## src/rtl/mem_arbiter_pkg.sv

```systemverilog
// Shared constants for the two-port RAM arbiter: default geometry, port
// indices and counter widths.
package mem_arbiter_pkg;

  localparam int AW_DEF         = 10;
  localparam int DW_DEF         = 32;
  localparam int STARVE_MAX_DEF = 4;

  localparam int PORT_CPU  = 0;
  localparam int PORT_DBG  = 1;
  localparam int NUM_PORTS = 2;

  localparam int CNT_W = 16;

  // Width needed to hold 0..max_val inclusive, never narrower than one bit.
  function automatic int starve_width(input int max_val);
    return (max_val < 1) ? 1 : $clog2(max_val + 1);
  endfunction

endpackage

```

## src/rtl/mem_arbiter_if.sv

```systemverilog
// Bundle of the two requester ports plus the RAM command/return path.
// The slave side is the arbiter; the master side is requesters and RAM.
interface mem_arbiter_if
  import mem_arbiter_pkg::*;
#(
  parameter int AW = AW_DEF,
  parameter int DW = DW_DEF
);

  logic          req0;
  logic          req1;
  logic          we0;
  logic          we1;
  logic [AW-1:0] addr0;
  logic [AW-1:0] addr1;
  logic [DW-1:0] wdata0;
  logic [DW-1:0] wdata1;
  logic          gnt0;
  logic          gnt1;
  logic          rvalid0;
  logic          rvalid1;
  logic [DW-1:0] rdata0;
  logic [DW-1:0] rdata1;
  logic          ram_we;
  logic [AW-1:0] ram_addr;
  logic [DW-1:0] ram_din;
  logic [DW-1:0] ram_dout;

  modport slave (
    input  req0, req1, we0, we1, addr0, addr1, wdata0, wdata1, ram_dout,
    output gnt0, gnt1, rvalid0, rvalid1, rdata0, rdata1,
           ram_we, ram_addr, ram_din
  );

  modport master (
    output req0, req1, we0, we1, addr0, addr1, wdata0, wdata1, ram_dout,
    input  gnt0, gnt1, rvalid0, rvalid1, rdata0, rdata1,
           ram_we, ram_addr, ram_din
  );

endinterface

```

## src/rtl/mem_arbiter_rd_return.sv

```systemverilog
// Per-port read return: remembers that this port owns the read in flight,
// pulses rvalid for one cycle and holds the returned word afterwards.
module mem_arbiter_rd_return #(
  parameter int DW = 32
) (
  input  logic          clk,
  input  logic          rst,
  input  logic          issue,
  input  logic [DW-1:0] ram_dout,
  output logic          rvalid,
  output logic [DW-1:0] rdata
);

  logic          pending_reg;
  logic [DW-1:0] hold_reg;

  always_ff @(posedge clk or posedge rst) begin
    if (rst) begin
      pending_reg <= 1'b0;
      hold_reg    <= '0;
    end else begin
      pending_reg <= issue;
      if (pending_reg) begin
        hold_reg <= ram_dout;
      end
    end
  end

  // The RAM word is only valid during the return cycle, so pass it straight
  // through then and serve the captured copy on later cycles.
  assign rvalid = pending_reg;
  assign rdata  = pending_reg ? ram_dout : hold_reg;

endmodule

```

## src/rtl/mem_arbiter.sv

```systemverilog
// Two-port single-RAM arbiter: CPU port has priority, the debug/DMA port is
// forced through after STARVE_MAX consecutive CPU wins while it waits.
module mem_arbiter
  import mem_arbiter_pkg::*;
#(
  parameter int AW         = AW_DEF,
  parameter int DW         = DW_DEF,
  parameter int STARVE_MAX = STARVE_MAX_DEF
) (
  input  logic             clk,
  input  logic             rst,
  mem_arbiter_if.slave     bus,
  output logic [CNT_W-1:0] conflict_cnt
);

  localparam int SW = starve_width(STARVE_MAX);

  logic [SW-1:0]        starve_cnt_reg;
  logic [SW-1:0]        starve_cnt_next;
  logic [CNT_W-1:0]     conflict_cnt_reg;
  logic [CNT_W-1:0]     conflict_cnt_next;
  logic                 starved;
  logic [NUM_PORTS-1:0] req_vec;
  logic [NUM_PORTS-1:0] we_vec;
  logic [NUM_PORTS-1:0] gnt_vec;
  logic [NUM_PORTS-1:0] issue_vec;
  logic [NUM_PORTS-1:0] rvalid_vec;
  logic [AW-1:0]        addr_vec  [NUM_PORTS];
  logic [DW-1:0]        wdata_vec [NUM_PORTS];
  logic [DW-1:0]        rdata_vec [NUM_PORTS];
  logic                 mux_we;
  logic [AW-1:0]        mux_addr;
  logic [DW-1:0]        mux_din;

  assign req_vec[PORT_CPU]   = bus.req0;
  assign req_vec[PORT_DBG]   = bus.req1;
  assign we_vec[PORT_CPU]    = bus.we0;
  assign we_vec[PORT_DBG]    = bus.we1;
  assign addr_vec[PORT_CPU]  = bus.addr0;
  assign addr_vec[PORT_DBG]  = bus.addr1;
  assign wdata_vec[PORT_CPU] = bus.wdata0;
  assign wdata_vec[PORT_DBG] = bus.wdata1;

  assign starved = (starve_cnt_reg == SW'(STARVE_MAX));

  // Grants are suppressed while reset is held so nothing reaches the RAM.
  always_comb begin
    gnt_vec = '0;
    if (!rst) begin
      if (req_vec[PORT_DBG] && (!req_vec[PORT_CPU] || starved)) begin
        gnt_vec[PORT_DBG] = 1'b1;
      end else if (req_vec[PORT_CPU]) begin
        gnt_vec[PORT_CPU] = 1'b1;
      end
    end
  end

  always_comb begin
    mux_we   = 1'b0;
    mux_addr = '0;
    mux_din  = '0;
    for (int p = 0; p < NUM_PORTS; p++) begin
      if (gnt_vec[p]) begin
        mux_we   = we_vec[p];
        mux_addr = addr_vec[p];
        mux_din  = wdata_vec[p];
      end
    end
  end

  always_comb begin
    starve_cnt_next = starve_cnt_reg;
    if (gnt_vec[PORT_DBG] || !req_vec[PORT_DBG]) begin
      starve_cnt_next = '0;
    end else if (gnt_vec[PORT_CPU] && !starved) begin
      starve_cnt_next = starve_cnt_reg + SW'(1);
    end
  end

  always_comb begin
    conflict_cnt_next = conflict_cnt_reg;
    if (req_vec[PORT_CPU] && req_vec[PORT_DBG] && (conflict_cnt_reg != '1)) begin
      conflict_cnt_next = conflict_cnt_reg + CNT_W'(1);
    end
  end

  always_ff @(posedge clk or posedge rst) begin
    if (rst) begin
      starve_cnt_reg   <= '0;
      conflict_cnt_reg <= '0;
    end else begin
      starve_cnt_reg   <= starve_cnt_next;
      conflict_cnt_reg <= conflict_cnt_next;
    end
  end

  assign issue_vec = gnt_vec & ~we_vec;

  for (genvar gi = 0; gi < NUM_PORTS; gi++) begin : g_rd
    mem_arbiter_rd_return #(
      .DW(DW)
    ) u_rd_return (
      .clk     (clk),
      .rst     (rst),
      .issue   (issue_vec[gi]),
      .ram_dout(bus.ram_dout),
      .rvalid  (rvalid_vec[gi]),
      .rdata   (rdata_vec[gi])
    );
  end

  assign bus.gnt0     = gnt_vec[PORT_CPU];
  assign bus.gnt1     = gnt_vec[PORT_DBG];
  assign bus.rvalid0  = rvalid_vec[PORT_CPU];
  assign bus.rvalid1  = rvalid_vec[PORT_DBG];
  assign bus.rdata0   = rdata_vec[PORT_CPU];
  assign bus.rdata1   = rdata_vec[PORT_DBG];
  assign bus.ram_we   = mux_we;
  assign bus.ram_addr = mux_addr;
  assign bus.ram_din  = mux_din;
  assign conflict_cnt = conflict_cnt_reg;

endmodule

```

## src/flat_wrapper.sv

```systemverilog
// flat-port wrapper written by rule: the top's interface ports become plain ports
module mem_arbiter_flat import mem_arbiter_pkg::*;
#(
  parameter int AW         = AW_DEF,
  parameter int DW         = DW_DEF,
  parameter int STARVE_MAX = STARVE_MAX_DEF
)
  (clk, rst, conflict_cnt, bus_req0, bus_req1, bus_we0, bus_we1, bus_addr0, bus_addr1, bus_wdata0, bus_wdata1, bus_ram_dout, bus_gnt0, bus_gnt1, bus_rvalid0, bus_rvalid1, bus_rdata0, bus_rdata1, bus_ram_we, bus_ram_addr, bus_ram_din);
  mem_arbiter_if #(.AW(AW), .DW(DW)) bus_i ();
  input  logic clk;
  input  logic rst;
  output logic [CNT_W-1:0] conflict_cnt;
  input wire logic [$bits(bus_i.req0)-1:0] bus_req0;
  input wire logic [$bits(bus_i.req1)-1:0] bus_req1;
  input wire logic [$bits(bus_i.we0)-1:0] bus_we0;
  input wire logic [$bits(bus_i.we1)-1:0] bus_we1;
  input wire logic [$bits(bus_i.addr0)-1:0] bus_addr0;
  input wire logic [$bits(bus_i.addr1)-1:0] bus_addr1;
  input wire logic [$bits(bus_i.wdata0)-1:0] bus_wdata0;
  input wire logic [$bits(bus_i.wdata1)-1:0] bus_wdata1;
  input wire logic [$bits(bus_i.ram_dout)-1:0] bus_ram_dout;
  output wire logic [$bits(bus_i.gnt0)-1:0] bus_gnt0;
  output wire logic [$bits(bus_i.gnt1)-1:0] bus_gnt1;
  output wire logic [$bits(bus_i.rvalid0)-1:0] bus_rvalid0;
  output wire logic [$bits(bus_i.rvalid1)-1:0] bus_rvalid1;
  output wire logic [$bits(bus_i.rdata0)-1:0] bus_rdata0;
  output wire logic [$bits(bus_i.rdata1)-1:0] bus_rdata1;
  output wire logic [$bits(bus_i.ram_we)-1:0] bus_ram_we;
  output wire logic [$bits(bus_i.ram_addr)-1:0] bus_ram_addr;
  output wire logic [$bits(bus_i.ram_din)-1:0] bus_ram_din;
  assign bus_i.req0 = bus_req0;
  assign bus_i.req1 = bus_req1;
  assign bus_i.we0 = bus_we0;
  assign bus_i.we1 = bus_we1;
  assign bus_i.addr0 = bus_addr0;
  assign bus_i.addr1 = bus_addr1;
  assign bus_i.wdata0 = bus_wdata0;
  assign bus_i.wdata1 = bus_wdata1;
  assign bus_i.ram_dout = bus_ram_dout;
  assign bus_gnt0 = bus_i.gnt0;
  assign bus_gnt1 = bus_i.gnt1;
  assign bus_rvalid0 = bus_i.rvalid0;
  assign bus_rvalid1 = bus_i.rvalid1;
  assign bus_rdata0 = bus_i.rdata0;
  assign bus_rdata1 = bus_i.rdata1;
  assign bus_ram_we = bus_i.ram_we;
  assign bus_ram_addr = bus_i.ram_addr;
  assign bus_ram_din = bus_i.ram_din;
  mem_arbiter #(.AW(AW), .DW(DW), .STARVE_MAX(STARVE_MAX)) u_core (.clk(clk), .rst(rst), .bus(bus_i), .conflict_cnt(conflict_cnt));
endmodule
```

## config.mk

```make
export PLATFORM = sky130hd
export DESIGN_NAME = mem_arbiter_flat
export DESIGN_NICKNAME = d
export VERILOG_FILES = /design/src/rtl/mem_arbiter_pkg.sv /design/src/rtl/mem_arbiter_if.sv /design/src/rtl/mem_arbiter_rd_return.sv /design/src/rtl/mem_arbiter.sv /design/src/flat_wrapper.sv
export SDC_FILE = /design/constraint.sdc
export NUM_CORES = 1
export LEC_CHECK = 0
export CORE_ASPECT_RATIO = 1.4
export CORE_MARGIN = 8
export CORE_UTILIZATION = 40
export CTS_BUF_LIST = sky130_fd_sc_hd__clkbuf_8
export DETAILED_ROUTE_END_ITERATION = 12
export PLACE_DENSITY = 0.88
export SYNTH_ARGS = -nofsm -noshare
export SYNTH_HDL_FRONTEND = slang
export SYNTH_SLANG_ARGS = --single-unit
```

## constraint.sdc

```tcl
create_clock -name clk -period 10.85 [get_ports clk]
set_input_delay 2.7125 -clock clk [delete_from_list [all_inputs] [get_ports clk]]
set_output_delay 2.7125 -clock clk [all_outputs]
set_load 0.02 [all_outputs]
```

### Word level (Yosys, flattened, before mapping)

Index checks and enable logic that the tools add are counted.

| cells by class | value |
|---|---|
| $add $sub $neg | 2 |
| multiply operators | 0 |
| div/mod/pow operators | 0 |
| order comparisons | 0 |
| eq/ne operators | 2 |
| shift operators | 0 |
| multiplexer cells | 14 |
| bitwise gates (word level) | 2 |
| reductions and logical operators | 10 |

Operator list:

| operator | count |
|---|---|
| $mux W32 | 4 |
| $mux W10 | 2 |
| $add A16 B1 Y16 const B | 1 |
| $ne A16 B16 Y1 const B | 1 |
| $mux W3 | 2 |
| $mux W1 | 5 |
| $logic_and A1 B1 Y1 | 4 |
| $add A3 B1 Y3 const B | 1 |
| $eq A3 B3 Y1 const B | 1 |
| $logic_not A1 Y1 | 3 |
| $and A2 B2 Y2 | 1 |
| $logic_or A1 B1 Y1 | 2 |
| $mux W2 | 1 |
| $not A2 Y2 | 1 |
| $reduce_bool A2 Y1 | 1 |

| word-level totals | value |
|---|---|
| flip-flop bits (word level) | 85 |
| latch bits | 0 |
| bits in writable memories | 0 |
| memory bits (read-only) | 0 |
| input bits | 122 |
| word-level logic and storage cells | 36 |
| memories kept | 0 |

### Longest topological paths before layout

Gate-level depths: netlist of run 1.

| depth | value |
|---|---|
| word-level depth | 8 |
| mapped depth | 7 |
| depth with buffers taken out | 6 |

### Hierarchy

A second synthesis of run 1 with hierarchy kept.

| second synthesis, totals | value |
|---|---|
| cells, all modules | 296 |
| area total of the unflattened synthesis | 4,252.8 µm² |

By module, submodules not included:

| module | times used | cells each | area each (µm²) | seq. area each (µm²) |
|---|---|---|---|---|
| mem_arbiter_rd_return | 2 | 70 | 1,373.8 | 825.8 |
| mem_arbiter | 1 | 156 | 1,505.2 | 475.5 |

### Least setup slack after synthesis of run 1

No wires, ideal clock.

| path | value |
|---|---|
| path kind | input port to output port |
| start | in rst |
| end | out bus_ram_din[23] |
| data arrival time | 5.860 ns |
| required time | 8.137 ns |
| slack | 2.277 ns |
| stages | 5 |
| buffers on the path | 2 |
| cells stage by stage | inv_1 > and3_1 > clkbuf_1 > buf_1 > a22o_1 |

| between the ends | value |
|---|---|
| word-level cells in the longest chain between the ends | 3 |

RTL lines:

| item | line | text |
|---|---|---|
| start: declaration | flat_wrapper.sv:11 | `input logic rst;` |
| $mux W2 | mem_arbiter.sv:49 | `if (!rst) begin` |
| net bus_gnt0 | flat_wrapper.sv:22 | `output wire logic [$bits(bus_i.gnt0)-1:0] bus_gnt0;` |
| $mux W32 (2 in series) | mem_arbiter.sv:63 | `if (gnt_vec[p]) begin` |
| end: declaration | flat_wrapper.sv:30 | `output wire logic [$bits(bus_i.ram_din)-1:0] bus_ram_din;` |

The timed path passes the listed nets, and every way through them passes these cells.

### Worst setup path in the final report of run 1

| path | value |
|---|---|
| start | in bus_req1 |
| end | out bus_ram_addr[5] |

| between the ends | value |
|---|---|
| word-level cells in the longest chain between the ends | 5 |

RTL lines:

| item | line | text |
|---|---|---|
| start: declaration | flat_wrapper.sv:14 | `input wire logic [$bits(bus_i.req1)-1:0] bus_req1;` |
| $logic_and A1 B1 Y1 * | mem_arbiter.sv:50 | `if (req_vec[PORT_DBG] && (!req_vec[PORT_CPU] \|\| starved)) begin` |
| $mux W1 | mem_arbiter.sv:50 |  |
| $mux W2 * | mem_arbiter.sv:49 |  |
| $mux W10 | mem_arbiter.sv:63 |  |
| $mux W10 * | mem_arbiter.sv:63 |  |
| end: declaration | flat_wrapper.sv:29 | `output wire logic [$bits(bus_i.ram_addr)-1:0] bus_ram_addr;` |

Mark *: on every way between the ends. The rest lies on a longest branch, timed or not.

==> results.sh, run 1 <==
export IMPL_numPortBuffers=248
export IMPL_cts_setup_buffers=0
export IMPL_synth_most_common_cell="dfrtp_1"
export IMPL_setup_viol=0
export IMPL_rows=42
export IMPL_cpMostUsedCell="clkdlybuf4s50_1"
export IMPL_power_frac_seq_pct=38.4
export IMPL_syn_area_um2=3840
export IMPL_first_pass_iters=6
export IMPL_postRouteAntennaNets=0
export IMPL_p_switching_w=0.000337
export IMPL_drt_iter0_markers=133
export IMPL_fin_nets=659
export IMPL_io_pins=249
export IMPL_place_congestion=0.842
export IMPL_synth_warnings=0
export IMPL_cts_tree="yes"
export IMPL_crit_end="bus_ram_addr[5]"
export IMPL_slew_violations=0
export IMPL_worstMarginPinSlew_ns=1.07
export IMPL_ctsRootBufferMaster="clkbuf_8"
export IMPL_worstSetupStartpoint="bus_req1"
export IMPL_grt_pass1_vias=3754
export IMPL_die_x_um=98.8
export IMPL_cts_buffers=9
export IMPL_cts_resized=0
export IMPL_cellLeakagePower_nw=2.70
export IMPL_cts_max_level=3
export IMPL_comb_power_share_pct=38.3
export IMPL_max_stage_delay_ns=0.82
export IMPL_clkLatencyLatePin_ns=0.36
export IMPL_crit_chain="clkdlybuf4s50_1 > or2b_1 > a21oi_4 > a22o_1 > clkdlybuf4s50_1"
export IMPL_netlist_instances=289
export IMPL_ys_top_cells_by_count="dfrtp_1, mux2_2, a22o_1, nor2_1"
export IMPL_fin_crit_sh_pct=74.6
export IMPL_start_util_pct=40.9
export IMPL_grt_pass1_wl_um=22000
export IMPL_max_freq_mhz=124
export IMPL_grt_max_degree=87
export IMPL_route_detailed_wl_per_inst_um=22.1
export IMPL_largest_register_ff_count=64
export IMPL_hold_viol_final=0
export IMPL_ir_drop_mv=0.0781
export IMPL_die_area_um2=13000
export IMPL_p_int_w=0.000719
export IMPL_rr_endpoint="u_core.starve_cnt_reg[1]"
export IMPL_path_class="in -> out"
export IMPL_critPathCaptureType="output pin"
export IMPL_finalCriticalPeriod_ns=8.09
export IMPL_worstReg2RegStart="u_core.starve_cnt_reg[0]"
export IMPL_drt_vias_per_instance=5.25
export IMPL_grt_ovfl_total=0
export IMPL_synth_top_area_share_pct=55.3
export IMPL_worstRegToRegCells=6
export IMPL_remaining_drc_errors=0
export IMPL_required_ns=8.14
export IMPL_clock_sinks=85
export IMPL_max_slew_margin_rel_pct=28.2
export IMPL_power_w=0.00106
export IMPL_fin_skew_ns=0.00890
export IMPL_yosysTopAreaCell="dfrtp_1"
export IMPL_p_per_area_nw_per_um2=159
export IMPL_reg2reg_setup_slack_ns=8.84
export IMPL_clkPwrFrac_pct=23.3
export IMPL_ys_ff_latch=85
export IMPL_worstSetupStartpointType="primary input"
export IMPL_synth_fp_nets=414
export IMPL_synth_area_leaders="dfrtp_1, mux2_2, a22o_1, xnor2_1, xor2_1"
export IMPL_post_dp_hpwl_um=11600
export IMPL_rsz0062_at_grt="false"
export IMPL_cts_hold_fix_buffers=0
export IMPL_cts_reportedPaths_clkPinSlew_ns=0.09
export IMPL_hp_class="reg -> reg"
export IMPL_vias=3412
export IMPL_critPathSlowestCell="a21oi_4"
export IMPL_ys_types=35
export IMPL_ys_seq_area_share_pct=55.3
export IMPL_grt_total_usage_pct=22.2
export IMPL_async_flop_share_pct=100
export IMPL_drt_wl_total_um=14400
export IMPL_antenna_found_initial=2
export IMPL_coreArea_um2=9410
export IMPL_final_layout_size_suffix_gt1_share_pct=17.8
export IMPL_ys_flop_type="dfrtp_1"
export IMPL_crit_path_max_fanout=47
export IMPL_fp_dieH_um=132
export IMPL_maxCapViolations=0
export IMPL_clock_tree_buffer_depth=2
export IMPL_fin_tns_setup_ns=0
export IMPL_syn_area_per_cell_um2=13.3
export IMPL_synth_edf_count=0
export IMPL_switching_share_pct=31.9
export IMPL_area_growth_pct=73.2
export IMPL_status="complete, no violations"
export IMPL_cp_arrival_ns=5.38
worst min path at each step:
stage / startpoint / to / slack [ns] / depth (start not counted)
finish: u_core.g_rd[1].u_rd_return.hold_reg[16] / u_core.g_rd[1].u_rd_return.hold_reg[16] / 0.50 / 1
global route: u_core.g_rd[0].u_rd_return.hold_reg[22] / u_core.g_rd[0].u_rd_return.hold_reg[22] / 0.52 / 1
CTS: u_core.g_rd[1].u_rd_return.hold_reg[16] / u_core.g_rd[1].u_rd_return.hold_reg[16] / 0.51 / 1
detailed placement: u_core.g_rd[1].u_rd_return.hold_reg[16] / u_core.g_rd[1].u_rd_return.hold_reg[16] / 0.48 / 1
global placement: u_core.g_rd[1].u_rd_return.hold_reg[17] / u_core.g_rd[1].u_rd_return.hold_reg[17] / 0.48 / 1
floorplan: u_core.starve_cnt_reg[1] / u_core.starve_cnt_reg[1] / 0.53 / 2
placed cells by master, fill, tap and decap left out, drive strengths merged:
cell,netlist,final
a211o,1,1
a211oi,1,1
a21boi,1,1
a21oi,2,2
a22o,43,43
a31oi,2,2
and3,2,2
and4,1,1
and4bb,1,1
buf,11,4
bufinv,0,2
clkbuf,7,9
clkdlybuf4s50,0,248
clkinv,0,3
clkinvlp,0,2
dfrtp,85,85
diode,0,1
ha,3,3
inv,4,4
mux2,66,66
mux2i,1,1
nand2,7,7
nand3,6,6
nand3b,2,2
nand4,6,6
nor2,10,10
nor2b,3,3
nor3,1,1
nor4,2,2
o21ai,1,1
or2,2,2
or2b,2,2
or4,2,2
xnor2,7,7
xor2,7,7
through the flow:
stage          instance area (um2)  utilization, %  setup slack (ns)  std cells  hold WS (ns)
3_3_place_gp                  6430            68.4              2.78        633         0.478
3_5_place_dp                  6430            68.4              2.75        633         0.485
4_1_cts                       6660            70.8              2.75        649         0.505
5_1_grt                       6660            70.8              2.61        649         0.516
2_1_floorplan                 3840               -              2.28        289         0.528
6_report                      6660            70.8              2.76        650         0.498
worst max-delay path, delay by kind of cell:
| kind | cells | cell delay [ns] |
|---|---|---|
| AOI/OAI and AO/OA | 2 | 1.10 |
| buffers and inverters | 2 | 1.25 |
| and+or+nand+nor | 1 | 0.30 |
power by group through the flow:
stage               clock, W  sequential (W)  combinational [W]
floorplan                  0        0.000417           0.000181
global placement           0        0.000407           0.000401
detailed placement         0        0.000412           0.000409
CTS                 0.000253        0.000405           0.000411
global route        0.000268        0.000413           0.000429
finish              0.000246        0.000405           0.000405
kinds of logic after synthesis:
group,synth area share (%)
mux,19.6
fa+ha+maj,0.977
flops,55.3
compound gates,11.2
xor+xnor,3.19
simple gates,7.45
buf+inv,2.28
layer usage:
layer,routed length [um],up-vias,share of wire [%],track usage [%]
met4,410,4,2.8,9.68
met2,6980,204,48,36.2
met3,1590,31,11,9.25
li1,-,1557,-,-
met5,24,-,0.17,0
met1,5400,1616,37,24.6
area by class of cell:
cell class                 count  area [um2]
sequential                    85        2130
tap                          110         138
antenna                        1        2.50
fill                         672        2750
multi-input combinational    182        1640
timing repair buffer         252        2510
clock buffer                   9         124
inverter                       4        16.3
clock inverter                 7        97.6
Power figures use the tool's default switching activity.
==> run 2: changes to the inputs <==
Settings changed: CORE_UTILIZATION 40 to 37, PLACE_DENSITY 0.88 to 0.82.
Clock period 10.85 ns to 7.6 ns, I/O delays scaled along.
==> run 2 against run 1 <==
Compared with the run above: count of clock-buffer cells in the layout is the same; cell count grew 4.2%; die area grew 6.9%; cell area shrank 0.11%; sequential cell count is the same; power grew 37%; sequential power grew 43%; critical endpoint is now bus_ram_din[28].
==> results.sh, run 2 (synthesis gave the netlist of run 1 again) <==
export IMPL_reg2reg_setup_slack_ns=5.70
export IMPL_remaining_drc_errors=0
export IMPL_post_place_cells=662
export IMPL_clkLatencyLatePin_ns=0.36
export IMPL_place_ws_ns=1.42
export IMPL_grt_ovfl_total=0
export IMPL_place_congestion=0.841
export IMPL_grt_total_usage_pct=21.0
export IMPL_critPathCaptureType="output pin"
export IMPL_cts_reportedPaths_clkPinSlew_ns=0.07
export IMPL_crit_chain="clkdlybuf4s50_1 > or2b_1 > a21oi_4 > buf_4 > a22o_1 > clkdlybuf4s50_1"
export IMPL_max_stage_delay_ns=0.63
export IMPL_fin_tns_setup_ns=0
export IMPL_cp_arrival_ns=4.26
export IMPL_final_common_cell="clkdlybuf4s50_1"
export IMPL_max_slew_margin_rel_pct=28.4
export IMPL_crit_path_max_fanout=42
export IMPL_die_x_um=102
export IMPL_vias=3436
export IMPL_postRouteAntennaNets=0
export IMPL_drt_wl_total_um=14700
export IMPL_clock_sinks=85
export IMPL_fin_crit_sh_pct=81.1
export IMPL_final_layout_size_suffix_gt1_share_pct=17.1
export IMPL_hold_viol_final=0
export IMPL_io_pins=249
export IMPL_status="complete, no violations"
export IMPL_drt_vias_per_instance=5.08
export IMPL_cellLeakagePower_nw=2.71
export IMPL_area_growth_pct=73.0
export IMPL_maxCapViolations=0
export IMPL_rsz0062_at_grt="false"
export IMPL_largest_register_ff_count=64
export IMPL_crit_buf_inv=3
export IMPL_timing_final_ws_setup_ns=1.44
export IMPL_slew_violations=0
export IMPL_worstMarginPinSlew_ns=1.07
export IMPL_worstSetupStartpointType="primary input"
export IMPL_cts_buffers=9
export IMPL_fp_dieH_um=137
export IMPL_required_ns=5.70
export IMPL_setup_viol=0
export IMPL_start_util_pct=37.5
export IMPL_cts_hold_fix_buffers=0
export IMPL_post_dp_hpwl_um=11900
export IMPL_stdcell_area_um2=6650
export IMPL_cts_resized=0
export IMPL_grt_pass1_wl_um=21700
export IMPL_cts_max_level=3
export IMPL_layout_common_cells="clkdlybuf4s50_1, dfrtp_1, mux2_2"
export IMPL_grt_max_degree=87
export IMPL_rows=44
export IMPL_path_class="in -> out"
export IMPL_fin_skew_ns=0.0113
export IMPL_ctsRootBufferMaster="clkbuf_8"
export IMPL_ir_drop_mv=0.0862
export IMPL_cts_tree="yes"
export IMPL_finalCriticalPeriod_ns=6.16
export IMPL_max_freq_mhz=162
export IMPL_first_pass_iters=4
export IMPL_critPathSlowestCell="clkdlybuf4s50_1"
export IMPL_n_antenna_cell=0
export IMPL_cpMostUsedCell="clkdlybuf4s50_1"
export IMPL_p_per_area_nw_per_um2=218
export IMPL_die_area_um2=14000
export IMPL_hp_class="reg -> reg"
export IMPL_coreArea_um2=10200
export IMPL_grt_pass1_vias=3817
export IMPL_postPlaceCellArea_um2=6480
export IMPL_clock_tree_buffer_depth=2
export IMPL_antenna_found_initial=2
export IMPL_drt_iter0_markers=199
export IMPL_numPortBuffers=248
export IMPL_route_detailed_wl_per_inst_um=21.8
export IMPL_cts_setup_buffers=0
export IMPL_final_cells=677
export IMPL_fin_nets=660
export IMPL_cp_top_family="buffers and inverters"
run 2: cell count changes in the layout (fill, tap and decap cells not counted), sizes merged:
cell | previous run | this run
inv | 4 | 7
clkinvlp | 2 | 0
buf | 4 | 5
bufinv | 2 | 1
clkinv | 3 | 2
diode | 1 | 0
run 2: cell type report:
type	instances	area, um2
timing repair buffer	253	2520
clock buffer	9	124
tap	138	173
clock inverter	6	50.0
multi-input combinational	182	1640
fill	835	3590
sequential	85	2130
inverter	4	16.3
run 2: power by group:
| group | total [W] | switching, W | leakage, nW | internal (W) |
|---|---|---|---|---|
| combinational | 0.000578 | 0.000274 | 1.56 | 0.000303 |
| sequential | 0.000580 | 0.0000424 | 1.04 | 0.000538 |
| clock | 0.000293 | 0.000148 | 0.104 | 0.000145 |
| total | 0.00145 | 0.000465 | 2.71 | 0.000986 |
run 2: metrics by stage:
| stage | total power [W] | utilization (%) | hold slack (ns) |
|---|---|---|---|
| 2_1_floorplan | 0.000854 | - | 0.528 |
| 3_5_place_dp | 0.00117 | 63.2 | 0.486 |
| 4_1_cts | 0.00147 | 64.9 | 0.504 |
| 5_1_grt | 0.00152 | 64.9 | 0.514 |
| 3_3_place_gp | 0.00116 | 63.2 | 0.480 |
| 6_report | 0.00145 | 64.9 | 0.499 |
run 2: path summary, 6_finish.rpt:
check / startpoint / end / depth (start not counted)
max: bus_req1 / bus_ram_din[28] / 6
min: u_core.g_rd[1].u_rd_return.hold_reg[10] / u_core.g_rd[1].u_rd_return.hold_reg[10] / 1
max reg2reg: u_core.conflict_cnt[0] / u_core.conflict_cnt[10] / 5
min reg2reg: u_core.g_rd[1].u_rd_return.hold_reg[10] / u_core.g_rd[1].u_rd_return.hold_reg[10] / 1
max in group asynchronous: rst / u_core.g_rd[0].u_rd_return.hold_reg[17] / 3
min in group asynchronous: rst / u_core.g_rd[0].u_rd_return.rvalid / 3
run 2: metal layers:
metal	GRT usage, %	routed length (um)
met5	0	31
met3	9.27	1520
met1	23.0	5830
met4	7.45	314
met2	35.1	7040
==> run 3: changes to the inputs <==
Clock period 7.6 ns to 6.1 ns, I/O delays scaled along.
==> run 3 against run 2 <==
Compared with the run above: global-route usage rose by 2.2 points; die area did not move; utilization rose by 0.33 points; critical path type unchanged; largest cell class unchanged.
==> results.sh, run 3 (synthesis gave the netlist of run 1 again) <==
export IMPL_worstRegToRegCells=5
export IMPL_die_x_um=102
export IMPL_status="complete, no violations"
export IMPL_grt_pass1_vias=3837
export IMPL_grt_max_degree=87
export IMPL_setup_viol=0
export IMPL_cts_resized=0
export IMPL_vias=3502
export IMPL_start_util_pct=37.5
export IMPL_fin_crit_sh_pct=90.2
export IMPL_max_stage_delay_ns=0.65
export IMPL_fp_dieH_um=137
export IMPL_slew_violations=0
export IMPL_rr_endpoint="u_core.conflict_cnt[10]"
export IMPL_place_congestion=0.947
export IMPL_required_ns=4.58
export IMPL_worstSetupStartpointType="primary input"
export IMPL_fin_skew_ns=0.00620
export IMPL_worstSetupStartpoint="bus_req1"
export IMPL_max_freq_mhz=182
export IMPL_hp_class="reg -> reg"
export IMPL_critical_path_cell_count=6
export IMPL_finalCriticalPeriod_ns=5.50
export IMPL_nFillCells=800
export IMPL_path_class="in -> out"
export IMPL_fin_tns_setup_ns=0
export IMPL_rows=44
export IMPL_worstReg2RegStart="u_core.conflict_cnt[0]"
export IMPL_crit_end="bus_ram_din[18]"
export IMPL_drt_vias_per_instance=5.15
export IMPL_maxCapViolations=0
export IMPL_cpMostUsedCell="clkdlybuf4s50_1"
export IMPL_cts_hold_fix_buffers=0
export IMPL_critPathCaptureType="output pin"
export IMPL_crit_buf_inv=3
export IMPL_ctsRootBufferMaster="clkbuf_8"
export IMPL_cts_tree="yes"
export IMPL_ir_drop_mv=0.140
export IMPL_rsz0062_at_grt="false"
export IMPL_utilization_pct=65.3
export IMPL_cts_max_level=3
export IMPL_postRouteAntennaNets=0
export IMPL_coreArea_um2=10200
export IMPL_route_detailed_wl_per_inst_um=23.8
export IMPL_remaining_drc_errors=0
export IMPL_hold_viol_final=0
export IMPL_regArea_um2=2130
export IMPL_die_area_um2=14000
export IMPL_cts_reportedPaths_clkPinSlew_ns=0.08
export IMPL_grt_total_usage_pct=23.2
export IMPL_largest_register_ff_count=64
export IMPL_grt_ovfl_total=0
export IMPL_crit_path_max_fanout=39
export IMPL_cp_top_family="buffers and inverters"
export IMPL_cellLeakagePower_nw=2.70
export IMPL_clock_tree_buffer_depth=2
export IMPL_max_slew_margin_rel_pct=28.3
export IMPL_final_common_cell="clkdlybuf4s50_1"
export IMPL_fin_nets=660
export IMPL_cp_arrival_ns=3.98
export IMPL_reg2reg_setup_slack_ns=4.18
export IMPL_multiInputGateArea_um2=1640
export IMPL_drt_wl_total_um=16200
export IMPL_layout_common_cells="clkdlybuf4s50_1, dfrtp_1, mux2_2"
export IMPL_antenna_found_initial=7
export IMPL_p_per_area_nw_per_um2=275
export IMPL_first_pass_iters=4
export IMPL_drt_iter0_markers=112
export IMPL_area_growth_pct=73.9
export IMPL_grt_pass1_wl_um=23500
export IMPL_post_dp_hpwl_um=13400
export IMPL_crit_chain="clkdlybuf4s50_1 > or2b_1 > a21oi_4 > buf_4 > a22o_1 > clkdlybuf4s50_1"
export IMPL_cts_setup_buffers=0
export IMPL_io_pins=249
export IMPL_critPathSlowestCell="clkdlybuf4s50_1"
export IMPL_cts_buffers=9
export IMPL_clock_sinks=85
export IMPL_numPortBuffers=248
export IMPL_final_layout_size_suffix_gt1_share_pct=18.0
export IMPL_worstMarginPinSlew_ns=1.08
export IMPL_clkLatencyLatePin_ns=0.35
[run 3: cell count changes in the layout (fill, tap and decap cells not counted)]
cell        before  now
inv_1            7    4
clkinvlp_4       0    3
and3_2           0    1
inv_6            0    1
clkinv_2         2    0
and3_1           2    1
diode_2          0    2
clkinv_4         0    2
[run 3: layer usage]
layer  track usage [%]  share of wire (%)
met1              25.7                 38
met2              36.3                 46
met3              15.1                 15
met4              5.08               0.94
met5                 0               0.55
[run 3: area by class of cell]
type                            count  share of cell area [%]
Antenna cell                        2                  0.0749
Clock buffer                        9                    1.85
Clock inverter                      7                    1.12
Inverter                            4                   0.281
Multi-Input combinational cell    182                    24.6
Sequential cell                    85                    31.8
Tap cell                          138                    2.58
Timing Repair Buffer              253                    37.7
[run 3: metrics by stage]
step	setup slack, ns	power, W	cells	area (um2)	hold WS [ns]
2_1_floorplan	0.641	0.00106	289	3850	0.528
3_3_place_gp	0.631	0.00144	662	6480	0.478
3_5_place_dp	0.599	0.00146	662	6480	0.484
4_1_cts	0.586	0.00186	678	6680	0.505
5_1_grt	0.498	0.00193	678	6680	0.516
6_report	0.600	0.00184	680	6680	0.500
[run 3: how the worst min path moves through the flow]
stage	startpoint	depth (start not counted)	slack (ns)	end
2_1_floorplan	u_core.starve_cnt_reg[1]	2	0.53	u_core.starve_cnt_reg[1]
3_3_place_gp	u_core.g_rd[1].u_rd_return.hold_reg[1]	1	0.48	u_core.g_rd[1].u_rd_return.hold_reg[1]
3_5_place_dp	u_core.g_rd[1].u_rd_return.hold_reg[12]	1	0.48	u_core.g_rd[1].u_rd_return.hold_reg[12]
4_1_cts	u_core.conflict_cnt[7]	1	0.50	u_core.conflict_cnt[7]
5_1_grt	u_core.g_rd[1].u_rd_return.hold_reg[12]	1	0.52	u_core.g_rd[1].u_rd_return.hold_reg[12]
6_report	u_core.g_rd[0].u_rd_return.hold_reg[26]	1	0.50	u_core.g_rd[0].u_rd_return.hold_reg[26]
[run 3: power breakdown]
part | switching, W | leakage, nW | internal [W]
Clock | 0.000209 | 0.0972 | 0.000191
Combinational | 0.000342 | 1.56 | 0.000378
Sequential | 0.0000515 | 1.04 | 0.000670
Total | 0.000603 | 2.70 | 0.00124
==> patch (settings of run 2) <==
`CNT_W`: 16 -> 32.
--- a/src/rtl/mem_arbiter_pkg.sv
+++ b/src/rtl/mem_arbiter_pkg.sv
@@ -10,7 +10,7 @@
   localparam int PORT_DBG  = 1;
   localparam int NUM_PORTS = 2;
 
-  localparam int CNT_W = 16;
+  localparam int CNT_W = 32;
 
   // Width needed to hold 0..max_val inclusive, never narrower than one bit.
   function automatic int starve_width(input int max_val);
Interface: changed (resized conflict_cnt); port bits go from 249 to 265. The function was not compared with the original's and may differ.
==> patch against run 2 <==
  * Area after synthesis up 20%
  * Critical endpoint is now bus_ram_din[30]
  * Sequential cell count increased by 16
  * Total power is 7.6% higher
  * Core utilization fell by 3.1 points
  * Setup slack gained 0.062 ns
  * Routed wire length rose by 14%
  * Via count rose by 16%
  * Count of clock-buffer cells in the layout is 2 higher
  * Synthesized cell count increased by 25%
  * Design area rose by 14%
==> patch: results (changes against run 2) <==
Status
The flow ran to the end, and the final reports show no timing, DRC or antenna violations.

Route
The routed length on met1 is 6250 um (+7.2%). The routed length per placed instance was 21.6 um (-0.84%). The detailed router used layers up to and including met4.

The met2 wire length is 8500 um (+21%). The via count of the routed design is 3996 (+16%). The wire length on met3 is 1710 um (+12%). The routed wire length is 16700 um (+14%). The violation count after the first detailed-route iteration is 170 (-15%).

Power
The largest vdd supply drop is 95.2 uV (+10%). The switching power total is 0.496 mW (+6.7%). The leakage power is 3.14 nW (+16%).

Critical path
The signal arrival time at the worst endpoint is 4.20 ns (-0.06 ns). The largest fanout on the critical path is 45 (+7.1%).

Finish
The number of diodes is 0 (unchanged). The fill cell instance count of the final layout came to 986 (+18%). The share of cells above drive strength 1 was 14.7% (-2.3 points). The net count reported at finish is 745 (+13%). The final core utilization is 61.8% (-3.1 points).

GRT
The maximum number of pins on one net before global-route repair was 84 (-3.4%). The initial antenna violation count is 0 (-2). The global routing met3 resource utilization is 7.32% (-1.9 points). The met1 usage is 22.1% (-0.90 points). The wire length of the first global-routing pass was 25200 um (+16%). The met2 track utilization from global routing is 35.7% (+0.65 points). The global-route total usage across every layer is 20.4% (-0.64 points). The number of global-route vias before repair is 4437 (+16%).

Yosys
The total nets after synthesis was 487 (+18%). Ranked by total cell area, the synthesized netlist is headed by dfrtp_1, mux2_2, a22o_1. The count of cell types in the netlist was 31 (-11%). The area share of the leading cell type in the synthesized netlist was 55.0% (-0.34 points). The post-synthesis cell count is 362 (+25%). The sequential-to-total area share from yosys stat is 55.0% (-0.34 points). The commonest cells after synthesis are dfrtp_1, mux2_2, a22o_1.

Timing
The post-route clock skew is 0.0131 ns (+0.00184 ns). The slew at the pin with the worst max-slew slack is 1.04 ns (-0.0303 ns).

CTS
The CTS clock-pin slew for the worst setup and hold paths came to 0.10 ns (+0.03 ns).

Placement
The cell count after placement was 759 (+15%). The instance area after placement came to 7390 um^2 (+14%). The count of buffers inserted at the top-level ports is 264 (+6.5%). The worst setup timing slack at the placement stage is 1.49 ns (+0.0624 ns). The detailed placement HPWL is 13600 um (+15%).

The last weighted congestion value of the routability-driven placer came to 0.853 (+1.5%).
-- patch: critical path, cell delays in order --
cell and delay (ns):
clkdlybuf4s50_1 0.55, inv_4 0.28, and3_1 0.19, buf_4 0.39, a22o_1 0.25, clkdlybuf4s50_1 0.62
-- patch: logic make-up (layout without fill, tap and decap cells) --
| kind of cell | count (synthesis) | after routing | synth area share, % |
|---|---|---|---|
| compound gates | 47 | 47 | 8.77 |
| flops | 101 | 101 | 55.0 |
| simple gates | 85 | 85 | 10.7 |
| xor+xnor | 33 | 33 | 6.29 |
| buf+inv | 28 | 291 | 2.50 |
| mux | 65 | 65 | 15.9 |
| fa+ha+maj | 3 | 3 | 0.817 |
-- patch: final cells by class --
class	instances	area share, %
multi-input cells	233	25.9
repair buffers	270	35.5
clock buffers	11	2.00
flip-flops and latches	101	33.4
inverters	5	0.281
clock inverters	5	0.463
well taps	150	2.48
-- patch: final timing paths --
path	start	end	slack (ns)	depth (start not counted)
worst max register to register	u_core.conflict_cnt[9]	u_core.conflict_cnt[2]	5.17	5
min in group asynchronous	rst	u_core.g_rd[0].u_rd_return.hold_reg[31]	2.00	2
worst min register to register	u_core.conflict_cnt[7]	u_core.conflict_cnt[7]	0.50	1
worst max-delay path	rst	bus_ram_din[30]	1.50	6
max in group asynchronous	rst	u_core.g_rd[1].u_rd_return.hold_reg[23]	4.29	3
worst min-delay path	u_core.conflict_cnt[7]	u_core.conflict_cnt[7]	0.50	1
-- patch: power groups by stage --
stage | sequential, mW | clock [mW] | combinational [mW]
detailed placement | 0.678 | 0 | 0.585
global placement | 0.672 | 0 | 0.576
CTS | 0.667 | 0.329 | 0.588
global route | 0.676 | 0.348 | 0.613
floorplan | 0.683 | 0 | 0.257
finish | 0.666 | 0.317 | 0.579
